===== src/rtl/ttt_pkg.sv =====
// ttt_pkg: shared constants for the tic-tac-toe game sequencer
//   state_e   : controller states
//   WIN_LINES : cell indices of the 3 rows, 3 columns and 2 diagonals
//   W_*       : winner encodings; NUM_CELLS : grid size
package ttt_pkg;
  localparam int NUM_CELLS = 9;
  typedef enum logic [2:0] {S_CLEAR, S_WAIT, S_COMMIT, S_CHECK, S_DONE} state_e;
  localparam logic [1:0] W_NONE = 2'b00;
  localparam logic [1:0] W_P0   = 2'b01;
  localparam logic [1:0] W_P1   = 2'b10;
  localparam logic [1:0] W_DRAW = 2'b11;
  localparam logic [3:0] WIN_LINES [8][3] = '{
    '{4'd0, 4'd1, 4'd2}, '{4'd3, 4'd4, 4'd5}, '{4'd6, 4'd7, 4'd8},
    '{4'd0, 4'd3, 4'd6}, '{4'd1, 4'd4, 4'd7}, '{4'd2, 4'd5, 4'd8},
    '{4'd0, 4'd4, 4'd8}, '{4'd2, 4'd4, 4'd6}
  };
endpackage


===== src/rtl/ttt_line_check.sv =====
// ttt_line_check: combinational win/full evaluation of the 3x3 grid
//   cell_valid/cell_symbol : per-cell occupancy and stored symbol
//   win/win_sym            : some line is complete, and with which symbol
//   full                   : all cells occupied
module ttt_line_check
  import ttt_pkg::*;
(
  input  logic [NUM_CELLS-1:0] cell_valid,
  input  logic [NUM_CELLS-1:0] cell_symbol,
  output logic                 win,
  output logic                 win_sym,
  output logic                 full
);
  assign full = &cell_valid;
  always_comb begin
    win = 1'b0;
    win_sym = 1'b0;
    for (int l = 0; l < 8; l++) begin
      if (cell_valid[WIN_LINES[l][0]] && cell_valid[WIN_LINES[l][1]] && cell_valid[WIN_LINES[l][2]] &&
          cell_symbol[WIN_LINES[l][0]] == cell_symbol[WIN_LINES[l][1]] &&
          cell_symbol[WIN_LINES[l][1]] == cell_symbol[WIN_LINES[l][2]]) begin
        win = 1'b1;
        win_sym = cell_symbol[WIN_LINES[l][0]];
      end
    end
  end
endmodule


===== src/rtl/ttt_game_ctrl.sv =====
// ttt_game_ctrl: tic-tac-toe sequencer driving a 9-cell storage array
//   reset/new_game        : sync restart (reset has priority)
//   pX_req/pX_pos         : move requests, only the on-turn player is sampled
//   cell_valid/symbol     : grid contents read back from the cells
//   cell_reset/cell_set/set_symbol : cell write controls
//   turn, move_ack/err, game_over, winner : game status
module ttt_game_ctrl
  import ttt_pkg::*;
(
  input  logic                 clk,
  input  logic                 reset,
  input  logic                 new_game,
  input  logic                 p0_req,
  input  logic [3:0]           p0_pos,
  input  logic                 p1_req,
  input  logic [3:0]           p1_pos,
  input  logic [NUM_CELLS-1:0] cell_valid,
  input  logic [NUM_CELLS-1:0] cell_symbol,
  output logic                 cell_reset,
  output logic [NUM_CELLS-1:0] cell_set,
  output logic                 set_symbol,
  output logic                 turn,
  output logic                 move_ack,
  output logic                 move_err,
  output logic                 game_over,
  output logic [1:0]           winner
);
  state_e      state_q;
  logic [3:0]  pos_q;
  logic        turn_q;
  logic [1:0]  winner_q;
  logic        ack_q;
  logic        err_q;
  logic        win;
  logic        win_sym;
  logic        full;
  logic        req;
  logic [3:0]  pos;
  logic [15:0] occ;
  ttt_line_check u_line_check (
    .cell_valid (cell_valid),
    .cell_symbol(cell_symbol),
    .win        (win),
    .win_sym    (win_sym),
    .full       (full)
  );
  assign req = turn_q ? p1_req : p0_req;
  assign pos = turn_q ? p1_pos : p0_pos;
  // widened so out-of-range positions index a guaranteed-zero bit
  assign occ = {{(16 - NUM_CELLS){1'b0}}, cell_valid};
  always_ff @(posedge clk) begin
    ack_q <= 1'b0;
    err_q <= 1'b0;
    if (reset || new_game) begin
      state_q  <= S_CLEAR;
      turn_q   <= 1'b0;
      winner_q <= W_NONE;
    end else begin
      case (state_q)
        S_CLEAR:  state_q <= S_WAIT;
        S_WAIT: if (req) begin
          if (pos >= 4'(NUM_CELLS) || occ[pos]) err_q <= 1'b1;
          else begin
            ack_q   <= 1'b1;
            pos_q   <= pos;
            state_q <= S_COMMIT;
          end
        end
        S_COMMIT: state_q <= S_CHECK;
        S_CHECK: if (win || full) begin
          winner_q <= win ? (win_sym ? W_P1 : W_P0) : W_DRAW;
          state_q  <= S_DONE;
        end else begin
          turn_q  <= ~turn_q;
          state_q <= S_WAIT;
        end
        default: ;
      endcase
    end
  end
  assign cell_reset = state_q == S_CLEAR;
  assign cell_set   = state_q == S_COMMIT ? NUM_CELLS'(1) << pos_q : '0;
  assign set_symbol = turn_q;
  assign turn       = turn_q;
  assign move_ack   = ack_q;
  assign move_err   = err_q;
  assign game_over  = state_q == S_DONE;
  assign winner     = winner_q;
endmodule


===== config.mk =====
export PLATFORM = sky130hd
export DESIGN_NAME = ttt_game_ctrl
export DESIGN_NICKNAME = d
export VERILOG_FILES = /design/src/rtl/ttt_pkg.sv /design/src/rtl/ttt_line_check.sv /design/src/rtl/ttt_game_ctrl.sv
export SDC_FILE = /design/constraint.sdc
export NUM_CORES = 1
export LEC_CHECK = 0
export ABC_AREA = 0
export BUFFER_PORTS_ARGS = -buffer_cell sky130_fd_sc_hd__buf_2
export CORE_MARGIN = 3
export CORE_UTILIZATION = 42
export CTS_CLUSTER_SIZE = 30
export DETAILED_ROUTE_END_ITERATION = 12
export MAX_ROUTING_LAYER = met4
export PLACE_DENSITY = 0.72
export SYNTH_ARGS = -nofsm -noshare
export SYNTH_HDL_FRONTEND = slang
export SYNTH_SLANG_ARGS = --single-unit

===== constraint.sdc =====
create_clock -name clk -period 1.7 [get_ports clk]
set_input_delay 0.17 -clock clk [delete_from_list [all_inputs] [get_ports clk]]
set_output_delay 0.17 -clock clk [all_outputs]
set_load 0.005 [all_outputs]

# [Word level (Yosys, flattened, before mapping)]
# Cells that the tools add are included.
[totals] regBits=12 latch_bits=0 mem_bits_rw=0 mem_bits_ro=0 inputBits=31 output_inout_bits=17 elab_cells=109 mem_count=0
[classes] n_addsub=0 n_mul=0 div=0 n_lt_le_gt_ge=2 n_eq_ne=22 shifts=1 mux=29 bitwise=6 reduce_logical=43
[op_table] op="$logic_and A1 B1 Y1" n=32
[op_table] op="$mux W1" n=20
[op_table] op="$eq A1 B1 Y1" n=16
[op_table] op="$pmux W3 S4" n=1
[op_table] op="$mux W3" n=3
[op_table] op="$mux W9" n=1
[op_table] op="$reduce_and A9 Y1" n=1
[op_table] op="$shl A1 B4 Y9 const A" n=1
[op_table] op="$eq A3 B2 Y1 const B" n=2
[op_table] op="$not A1 Y1" n=6
[op_table] op="$lt A4 B5 Y1 const B" n=1
[op_table] op="$bmux W1 S4" n=1
[op_table] op="$ge A4 B4 Y1 const B" n=1
[op_table] op="$mux W2" n=2
[op_table] op="$mux W4" n=1
[op_table] op="$ne A2 B2 Y1 const B" n=2
[op_table] op="$reduce_and A2 Y1" n=2
[op_table] op="$reduce_and A4 Y1" n=1
[op_table] op="$reduce_bool A4 Y1" n=1
[op_table] op="$eq A3 B1 Y1 const B" n=1
[op_table] op="$eq A3 B3 Y1 const B" n=1
[op_table] op="$logic_not A3 Y1" n=1
[op_table] op="$logic_or A1 B1 Y1" n=3
[op_table] op="$reduce_and A3 Y1" n=1
[op_table] op="$reduce_or A3 Y1" n=1

# [Depth between registers and ports, before layout]
# Gate-level depths: netlist (run 1).
[logic_depth] ltp_word=15 ltp_mapped=7 mapped_depth_nobuf=6

# [By module]
# Synthesis (run 1) repeated with hierarchy kept, for this count alone.
[hier_totals] hier_cells=139 area_unflattened_um2=1053.5
[modules_own_cells] mod="ttt_game_ctrl" instances=1 cells_each=92 area_per_inst_um2=773.2 seq_area_each_um2=280.3
[modules_own_cells] mod="ttt_line_check" instances=1 cells_each=47 area_per_inst_um2=280.3 seq_area_each_um2=0.0

# [Worst setup path after synthesis (run 1)]
# No wires, ideal clock.
[synth_path] path_kind="reg2reg" from="register turn_q (netlist: set_symbol)" to="register pos_q[0] (enable)" setup_ns=0.314 t_arrival_ns=1.609 t_required_ns=1.386 slack_ns=-0.223 stages_incl_launch_ff=5 n_path_buf=0 period_less_slack_ns=1.923 path_cell_list="dfxtp_1 -> mux2_4 -> mux4_2 -> nor2_1 -> o311a_1"
[synth_via] elab_chain_len=6 word_cells_on_any_way=8 cone_classes="1 x order compare; 4 x mux; 1 x bitwise; 2 x reduce/logical"
[synth_lines] item="start: declaration" line="ttt_game_ctrl.sv:30" source="logic turn_q;"
[synth_lines] item="start signal: assignment" line="ttt_game_ctrl.sv:74" source="turn_q <= ~turn_q;"
[synth_lines] item="$mux W4 *" line="ttt_game_ctrl.sv:48" source="assign pos = turn_q ? p1_pos : p0_pos;"
[synth_lines] item="named net pos[0]" line="ttt_game_ctrl.sv:38" source="logic [3:0] pos;"
[synth_lines] item="$bmux W1 S4" line="ttt_game_ctrl.sv:62" source="if (pos >= 4'(NUM_CELLS) || occ[pos]) err_q <= 1'b1;"
[synth_lines] item="$mux W1 (implied by the code)" line="ttt_game_ctrl.sv:62"
[synth_lines] item="$logic_or A1 B1 Y1 *" line="ttt_game_ctrl.sv:62"
[synth_lines] item="$not A1 Y1 (no source line) *"
[synth_lines] item="$reduce_and A4 Y1 (no source line) *"
[synth_lines] item="end signal: assignment" line="ttt_game_ctrl.sv:65" source="pos_q <= pos;"
[synth_lines] item="end: declaration" line="ttt_game_ctrl.sv:29" source="logic [3:0] pos_q;"
# The timed path passes the listed nets; every way through them passes the cells marked *. The select of a mux whose other input is x is not followed.
# A chain may end at the register's enable or synchronous reset.

# [Worst setup path in the final report (run 1)]
[layout_path] from="register turn_q (netlist: set_symbol)" to="register state_q[1]"
[layout_via] elab_chain_len=6 word_cells_on_any_way=9 cone_classes="1 x order compare; 2 x eq/ne; 4 x mux; 2 x reduce/logical"
[layout_lines] item="$mux W4 *" line="ttt_game_ctrl.sv:48"
[layout_lines] item="named net pos[0]" line="ttt_game_ctrl.sv:38"
[layout_lines] item="$bmux W1 S4" line="ttt_game_ctrl.sv:62"
[layout_lines] item="$mux W1 (implied by the code)" line="ttt_game_ctrl.sv:62"
[layout_lines] item="$logic_or A1 B1 Y1 *" line="ttt_game_ctrl.sv:62"
[layout_lines] item="$ne A2 B2 Y1 (no source line) *"
[layout_lines] item="$reduce_and A3 Y1 (no source line) *"
[layout_lines] item="end signal: assignment" line="ttt_game_ctrl.sv:60" source="S_CLEAR: state_q <= S_WAIT;"
[layout_lines] item="end signal: assignment" line="ttt_game_ctrl.sv:66" source="state_q <= S_COMMIT;"
[layout_lines] item="end signal: assignment" line="ttt_game_ctrl.sv:69" source="S_COMMIT: state_q <= S_CHECK;"
[layout_lines] item="end: declaration" line="ttt_game_ctrl.sv:28" source="state_e state_q;"
# Marked as above.

==> reports/metrics.json, run 1 <==
{
  "finalCoreUtilization": 0.7277,
  "skew_ns": 0.007482,
  "setup_total_negative_slack_ns": -0.9831,
  "area_of_the_die_um2": 3135,
  "worst_slack_ns": -0.1567,
  "clock-sinks": 12,
  "rsz0062_at_grt": "yes",
  "synthesis.yosys.warnings": 0,
  "run_status": "finished with violations",
  "dpl-instance-area_um2": 1540,
  "critical_path.endpoint_type": "flip-flop",
  "crit_buf_inv": 0,
  "timing.slew.headroom": 0.7414,
  "post-layout-total-power_w": 0.0007231,
  "worst_path_largest_cell_delay_ns": 0.41,
  "vdd_drop_max_mv": 0.3478,
  "timing.critical_path.max_delay_family": "multiplexers",
  "post-dp-hpwl_um": 2950,
  "core_area_um2": 2297,
  "port-buffer-count": 47,
  "grt_first_pass_wirelength_um": 6196,
  "dr.pass1.iters": 5,
  "hold_start": "reset",
  "crit_path_max_fanout": 5,
  "finalWeightedCongestion": 0.9630,
  "drc_errors": 0,
  "synth_edf_count": 4,
  "drt_iter0_drc": 54,
  "yosys_most_used_dff": "sky130_fd_sc_hd__dfxtp_1",
  "diodes": 0,
  "power.static_leakage_nw": 0.7460,
  "worstMarginPinSlew_ns": 0.3847,
  "report.final.hold_viol_count": 0,
  "num-nets-final": 254,
  "die_width_um": 56.00,
  "share_of_layout_cells_above_drive_strength_1": 0.4685,
  "boundaryPins": 48,
  "power_density_nw_per_um2": 432.6,
  "maximum_level_of_the_cts_h_tree": 1,
  "max_clock_freq_ghz": 0.5386,
  "post_synth_num_cell_types": 42,
  "ant_nets": 0,
  "crit_path_cell_trace": "mux2_4, mux4_2, nor2_4, o311a_4, a31o_1",
  "routed_wirelength_um": 3713,
  "cp_slowest_cell": "sky130_fd_sc_hd__o311a_4",
  "required_ns": 1.87,
  "syn_area_per_cell_um2": 7.552,
  "hold_end": "state_q[2]$_SDFFE_PP0P_",
  "reg2regPathDepth": 5,
  "floorplan.initialDensity": 0.4570,
  "cts_buffers": 3,
  "grt_max_degree": 17,
  "finalCritPeriodShare": 1.092,
  "worst_setup_hold_path_clk_slew_ns": 0.08,
  "grt.total_usage": 0.2526,
  "total_number_of_placement_rows": 17,
  "grt_overflow_total": 0,
  "crit_path_start_kind": "flip-flop",
  "clock_tree.root_cell": "sky130_fd_sc_hd__clkbuf_4",
  "criticalPathCategory": "reg -> reg",
  "layout_common_cells": "sky130_fd_sc_hd__buf_2 (47), sky130_fd_sc_hd__buf_4 (33), sky130_fd_sc_hd__nand2_1 (20)",
  "place_ws_ns": -0.1850,
  "avgViaCountPerCell": 5.728,
  "synth.ff_latch_count": 12,
  "worst_hold_path.num_cells": 3,
  "crit-reg2reg-launch": "set_symbol$_SDFFE_PP0P_",
  "post_synth_instance_area_um2": 1050,
  "tritoncts": "built",
  "synth_fp_nets": 170,
  "drv_cap": 0,
  "setup_viol": 8,
  "worstHoldPathType": "in -> reg",
  "finalInstanceArea_um2": 1672,
  "die_y_um": 56.00,
  "mostFrequentLayoutCell": "sky130_fd_sc_hd__buf_2",
  "final-max-slew-violation-count": 0,
  "data_arrival_time_of_the_critical_path_ns": 2.03,
  "dr_total_vias": 1432,
  "number_of_antenna_violations_at_the_first_check_in_global_routing": 0,
  "routed_wire_length_per_instance_um": 14.85,
  "ys_seq_area_frac": 0.2670,
  "timing.reg2reg.setup_slack_ns": -0.16,
  "proportion_of_synthesized_flip_flops_having_asynchronous_set_or_reset": 0,
  "violations": "negative setup slack",
  "regToRegEndpoint": "state_q[1]$_SDFFE_PP0P_",
  "clock_latency_ns": 0.28,
  "post_syn_instances": 139,
  "clock_path_buffers": 2,
  "vias_in_the_first_global_route": 1406,
  "period_minus_ws_final_ns": 1.857,
  "flow.area_growth_from_synthesis_pct": 59.24
}
sequential cells by signal, indices dropped and copies added, names as in the netlist:
signal / flops
move_ack: 1
move_err: 1
pos_q: 4
set_symbol: 1
state_q: 3
winner: 2
worst max path at each step:
stage / start / to / slack, ns / cells after the start
2_1_floorplan: set_symbol$_SDFFE_PP0P_ / pos_q[0]$_DFFE_PP_ / -0.12 / 4
5_1_grt: set_symbol$_SDFFE_PP0P_ / state_q[0]$_SDFFE_PP0P_ / -0.19 / 6
4_1_cts: set_symbol$_SDFFE_PP0P_ / state_q[1]$_SDFFE_PP0P_ / -0.16 / 5
6_report: set_symbol$_SDFFE_PP0P_ / state_q[1]$_SDFFE_PP0P_ / -0.16 / 5
3_5_place_dp: set_symbol$_SDFFE_PP0P_ / pos_q[2]$_DFFE_PP_ / -0.18 / 5
3_3_place_gp: set_symbol$_SDFFE_PP0P_ / pos_q[1]$_DFFE_PP_ / -0.11 / 4
Yosys cell counts, types with 2 or more instances:
library cell               number  area [µm²]
sky130_fd_sc_hd__nand2_1       20       75.07
sky130_fd_sc_hd__mux2i_1        2       20.02
sky130_fd_sc_hd__o22ai_1        2       12.51
sky130_fd_sc_hd__nor3_1        10       50.05
sky130_fd_sc_hd__nor2_1        13       48.80
sky130_fd_sc_hd__dfxtp_1        8       160.2
sky130_fd_sc_hd__o21ai_0        5       25.02
sky130_fd_sc_hd__o311a_1        2       20.02
sky130_fd_sc_hd__o221a_2        2       22.52
sky130_fd_sc_hd__nor4_1         2       12.51
sky130_fd_sc_hd__inv_1          4       15.01
sky130_fd_sc_hd__or3_1          6       37.54
sky130_fd_sc_hd__nand3_1       12       60.06
sky130_fd_sc_hd__a211oi_1       2       15.01
sky130_fd_sc_hd__nand2b_1       5       31.28
sky130_fd_sc_hd__a21oi_1       11       55.05
sky130_fd_sc_hd__edfxtp_1       4       120.1
sky130_fd_sc_hd__a21o_1         2       15.01
sky130_fd_sc_hd__nand4_1        2       12.51
sky130_fd_sc_hd__or4bb_1        2       22.52
sky130_fd_sc_hd__a31oi_1        2       12.51
per-layer routing:
layer	wire length, µm	track usage
met3	188	0.02088
met1	1395	0.2550
met5	0	-
met4	127	0.1254
met2	2001	0.4791
final cells by class:
| class | count | area (µm²) |
|---|---|---|
| flip-flops and latches | 12 | 284.0 |
| clock buffers | 4 | 26.28 |
| fillers | 187 | 625.6 |
| well taps | 28 | 35.03 |
| inverters | 4 | 15.01 |
| multi-input cells | 120 | 797.0 |
| repair buffers | 82 | 514.2 |
report_power, final:
part | switching [W] | internal, W
Sequential | 0.00000163 | 0.000297
Clock | 0.000101 | 0.0000912
Combinational | 0.000117 | 0.000116
Total | 0.000219 | 0.000504
tightest hold or removal path: stages:
cell and delay (ns):
sky130_fd_sc_hd__buf_2 0.08, sky130_fd_sc_hd__or2_2 0.12, sky130_fd_sc_hd__a21oi_1 0.04
logic make-up (layout without fill, tap and decap cells):
group / after synthesis / count (layout) / share of synthesized area
AO/OA/AOI/OAI: 35 / 35 / 0.2384
buffers and inverters: 7 / 90 / 0.02979
AND/OR/NAND/NOR: 80 / 80 / 0.3993
flip-flops: 12 / 12 / 0.2670
multiplexers: 5 / 5 / 0.06555
metrics by stage:
step                      std cells  hold slack (ns)
after floorplan                 139           0.3297
after global placement          240           0.4493
after detailed placement        240           0.4605
after CTS                       249           0.1649
after global routing            250           0.1934
final                           250           0.1711
what timing repair did:
| item | CTS | global route |
|---|---|---|
| resized for setup | 9 | 2 |
| endpoints found under the setup margin | 8 | 17 |
| setup buffers | 5 | 1 |
| hold buffers | 0 | 0 |
| pin swaps | 5 | 5 |
No activity file was read; power rests on OpenSTA's default activity.
==> inputs of run 2 (changes only) <==
--- a/config.mk
+++ b/config.mk
@@ -16,3 +16,4 @@
 export SYNTH_ARGS = -nofsm -noshare
 export SYNTH_HDL_FRONTEND = slang
 export SYNTH_SLANG_ARGS = --single-unit
+export TNS_END_PERCENT = 20
==> run 2 against run 1 <==
Net effect:
- the flow still finishes with violations (negative setup slack)
- flip-flop and latch count did not move
- die area did not move
- sequential share of layout area rose by 0.88 points
- sequential power barely moved
- maximum frequency rose by 0.32%
- largest power group unchanged
- via count fell by 3.8%
- critical path depth fell by 1
- worst setup slack improved by 0.0059 ns
==> reports/metrics.json, run 2 (synthesis results as in run 1) <==
{
  "max_clock_freq": {"value": 0.5403, "unit": "GHz", "change": "was 0.5386 GHz"},
  "power.static_leakage": {"value": 0.6997, "unit": "nW", "change": "was 0.7460 nW"},
  "worstMarginPinSlew": {"value": 0.4493, "unit": "ns", "change": "was 0.3847 ns"},
  "die_width": {"value": 56.00, "unit": "µm", "change": "unchanged"},
  "rsz0062_at_grt": {"value": "yes", "change": "unchanged"},
  "clock-sinks": {"value": 12, "change": "unchanged"},
  "comb_power_share": {"value": 0.287, "change": "was 0.322"},
  "required": {"value": 1.69, "unit": "ns", "change": "was 1.87 ns"},
  "hold_start": {"value": "reset", "change": "unchanged"},
  "port-buffer-count": {"value": 47, "change": "unchanged"},
  "criticalPathCategory": {"value": "reg -> reg", "change": "unchanged"},
  "drv_cap": {"value": 0, "change": "unchanged"},
  "power.share.sequential": {"value": 0.404, "change": "was 0.413"},
  "die_y": {"value": 56.00, "unit": "µm", "change": "unchanged"},
  "number_of_antenna_violations_at_the_first_check_in_global_routing": {"value": 0, "change": "unchanged"},
  "grt.total_usage": {"value": 0.2249, "change": "was 0.2526"},
  "critical_path.endpoint_type": {"value": "flip-flop", "change": "unchanged"},
  "diodes": {"value": 0, "change": "unchanged"},
  "post-dp-hpwl": {"value": 2779, "unit": "µm", "change": "was 2950 µm"},
  "grt_max_degree": {"value": 17, "change": "unchanged"},
  "area_of_the_die": {"value": 3135, "unit": "µm²", "change": "unchanged"},
  "power_density": {"value": 462.0, "unit": "nW/µm²", "change": "was 432.6 nW/µm²"},
  "finalCritPeriodShare": {"value": 1.089, "change": "was 1.092"},
  "core_area": {"value": 2297, "unit": "µm²", "change": "unchanged"},
  "layout_common_cells": {"value": "sky130_fd_sc_hd__buf_2 (47), sky130_fd_sc_hd__buf_4 (23), sky130_fd_sc_hd__nand2_1 (20)", "change": "was sky130_fd_sc_hd__buf_2 (47), sky130_fd_sc_hd__buf_4 (33), sky130_fd_sc_hd__nand2_1 (20)"},
  "drt_iter0_drc": {"value": 82, "change": "was 54"},
  "vias_in_the_first_global_route": {"value": 1263, "change": "was 1406"},
  "setup_viol": {"value": 7, "change": "was 8"},
  "crit-reg2reg-launch": {"value": "set_symbol$_SDFFE_PP0P_", "change": "unchanged"},
  "violations": {"value": "negative setup slack", "change": "unchanged"},
  "dr_total_vias": {"value": 1377, "change": "was 1432"},
  "crit_path_start_kind": {"value": "flip-flop", "change": "unchanged"},
  "cts_buffers": {"value": 3, "change": "unchanged"},
  "reg2regPathDepth": {"value": 4, "change": "was 5"},
  "clock_tree.root_cell": {"value": "sky130_fd_sc_hd__clkbuf_4", "change": "unchanged"},
  "timing.slew.headroom": {"value": 0.6977, "change": "was 0.7414"},
  "maximum_level_of_the_cts_h_tree": {"value": 1, "change": "unchanged"},
  "top_register": {"value": "pos_q", "change": "unchanged"},
  "clock_path_buffers": {"value": 2, "change": "unchanged"},
  "avgViaCountPerCell": {"value": 5.762, "change": "was 5.728"},
  "largest_register_ff_count": {"value": 4, "change": "unchanged"},
  "period_minus_ws_final": {"value": 1.851, "unit": "ns", "change": "was 1.857 ns"},
  "tritoncts": {"value": "built", "change": "unchanged"},
  "setup_total_negative_slack": {"value": -0.9346, "unit": "ns", "change": "was -0.9831 ns"},
  "share_clk_of_total_power": {"value": 0.309, "change": "was 0.265"},
  "routed_wirelength": {"value": 3466, "unit": "µm", "change": "was 3713 µm"},
  "ant_nets": {"value": 0, "change": "unchanged"},
  "hold_end": {"value": "state_q[2]$_SDFFE_PP0P_", "change": "unchanged"},
  "data_arrival_time_of_the_critical_path": {"value": 1.84, "unit": "ns", "change": "was 2.03 ns"},
  "final-max-slew-violation-count": {"value": 0, "change": "unchanged"},
  "mostFrequentLayoutCell": {"value": "sky130_fd_sc_hd__buf_2", "change": "unchanged"},
  "boundaryPins": {"value": 48, "change": "unchanged"},
  "skew": {"value": 0.0007918, "unit": "ns", "change": "was 0.007482 ns"},
  "vdd_drop_max": {"value": 0.3816, "unit": "mV", "change": "was 0.3478 mV"},
  "worst_hold_path.num_cells": {"value": 3, "change": "unchanged"},
  "total_number_of_placement_rows": {"value": 17, "change": "unchanged"},
  "worstHoldPathType": {"value": "in -> reg", "change": "unchanged"},
  "dr.pass1.iters": {"value": 4, "change": "was 5"},
  "report.final.hold_viol_count": {"value": 0, "change": "unchanged"},
  "flow.area_growth_from_synthesis": {"value": 52.09, "unit": "%", "change": "was 59.24%"},
  "finalWeightedCongestion": {"value": 0.8531, "change": "was 0.9630"},
  "worst_path_largest_cell_delay": {"value": 0.46, "unit": "ns", "change": "was 0.41 ns"},
  "share_of_layout_cells_above_drive_strength_1": {"value": 0.4597, "change": "was 0.4685"},
  "p_int": {"value": 0.0005298, "unit": "W", "change": "was 0.0005041 W"},
  "drc_errors": {"value": 0, "change": "unchanged"},
  "worst_slack": {"value": -0.1508, "unit": "ns", "change": "was -0.1567 ns"},
  "routed_wire_length_per_instance": {"value": 14.50, "unit": "µm", "change": "was 14.85 µm"},
  "regToRegEndpoint": {"value": "pos_q[0]$_DFFE_PP_", "change": "was state_q[1]$_SDFFE_PP0P_"},
  "grt_overflow_total": {"value": 0, "change": "unchanged"},
  "grt_first_pass_wirelength": {"value": 5589, "unit": "µm", "change": "was 6196 µm"},
  "run_status": {"value": "finished with violations", "change": "unchanged"},
  "clock_latency": {"value": 0.27, "unit": "ns", "change": "was 0.28 ns"},
  "post-layout-total-power": {"value": 0.0007377, "unit": "W", "change": "was 0.0007231 W"},
  "cp_slowest_cell": {"value": "sky130_fd_sc_hd__mux4_2", "change": "was sky130_fd_sc_hd__o311a_4"},
  "floorplan.initialDensity": {"value": 0.4570, "change": "unchanged"},
  "crit_path_cell_trace": {"value": "mux2_4, mux4_2, nor2_2, o311a_4", "change": "was mux2_4, mux4_2, nor2_4, o311a_4, a31o_1"},
  "num-nets-final": {"value": 243, "change": "was 254"},
  "power.switching": {"value": 0.0002079, "unit": "W", "change": "was 0.0002190 W"},
  "crit_path_max_fanout": {"value": 5, "change": "unchanged"},
  "timing.reg2reg.setup_slack": {"value": -0.15, "unit": "ns", "change": "was -0.16 ns"},
  "worst_setup_hold_path_clk_slew": {"value": 0.08, "unit": "ns", "change": "about the same"},
  "cts_post_setup_buffers_inserted": {"value": 0, "change": "was 5"},
  "power_switching_share": {"value": 0.2818, "change": "was 0.3029"}
}
-- run 2: critical path: cells and delay by family, from the launching register on --
kind	cells	cell delay, ns
compound gates	1	0.25
mux	2	0.80
flops	1	0.37
simple gates	1	0.15
-- run 2: stage by stage --
step | instances | worst slack (ns) | hold WS [ns] | instance area [µm²] | utilization
after floorplan | 139 | -0.1199 | 0.3297 | 1056 | -
after global placement | 235 | -0.1181 | 0.4517 | 1503 | 0.6541
after detailed placement | 235 | -0.1751 | 0.4511 | 1503 | 0.6541
after CTS | 239 | -0.1370 | 0.1644 | 1558 | 0.6781
after global routing | 239 | -0.1756 | 0.1709 | 1597 | 0.6950
final | 239 | -0.1508 | 0.1652 | 1597 | 0.6950
-- run 2: layout make-up --
cell class	instances	area, µm²
Clock buffer	4	36.28
Fill cell	191	700.7
Inverter	4	15.01
Multi-Input combinational cell	120	797.0
Sequential cell	12	285.3
Tap cell	28	35.03
Timing Repair Buffer	71	427.9
-- run 2: worst max path at each step --
| stage | startpoint | slack (ns) | cells past startpoint | endpoint |
|---|---|---|---|---|
| 2_1_floorplan | set_symbol$_SDFFE_PP0P_ | -0.12 | 4 | pos_q[0]$_DFFE_PP_ |
| 3_3_place_gp | set_symbol$_SDFFE_PP0P_ | -0.12 | 4 | pos_q[1]$_DFFE_PP_ |
| 3_5_place_dp | set_symbol$_SDFFE_PP0P_ | -0.18 | 4 | pos_q[3]$_DFFE_PP_ |
| 4_1_cts | set_symbol$_SDFFE_PP0P_ | -0.14 | 6 | pos_q[3]$_DFFE_PP_ |
| 5_1_grt | set_symbol$_SDFFE_PP0P_ | -0.18 | 5 | state_q[0]$_SDFFE_PP0P_ |
| 6_report | set_symbol$_SDFFE_PP0P_ | -0.15 | 4 | pos_q[0]$_DFFE_PP_ |
-- run 2: power groups by stage --
| stage | clock (W) | sequential, W | combinational [W] |
|---|---|---|---|
| 2_1_floorplan | 0 | 0.000304 | 0.0000815 |
| 3_3_place_gp | 0 | 0.000305 | 0.000195 |
| 3_5_place_dp | 0 | 0.000305 | 0.000199 |
| 4_1_cts | 0.000228 | 0.000298 | 0.000204 |
| 5_1_grt | 0.000249 | 0.000299 | 0.000230 |
| 6_report | 0.000228 | 0.000298 | 0.000211 |
-- run 2: what timing repair did --
item	CTS	global route
hold buffers	0	0
pin swaps	1	0
setup endpoints to repair	8	17
resized for setup	3	8
-- run 2: metal layers --
layer  part of all wire  vias to the layer above  GRT usage
met5                  0                        -          -
met4              0.013                        0    0.06441
met3              0.061                        4    0.01624
met2               0.51                       58     0.3940
met1               0.41                      635     0.2760
li1                   -                      680          -
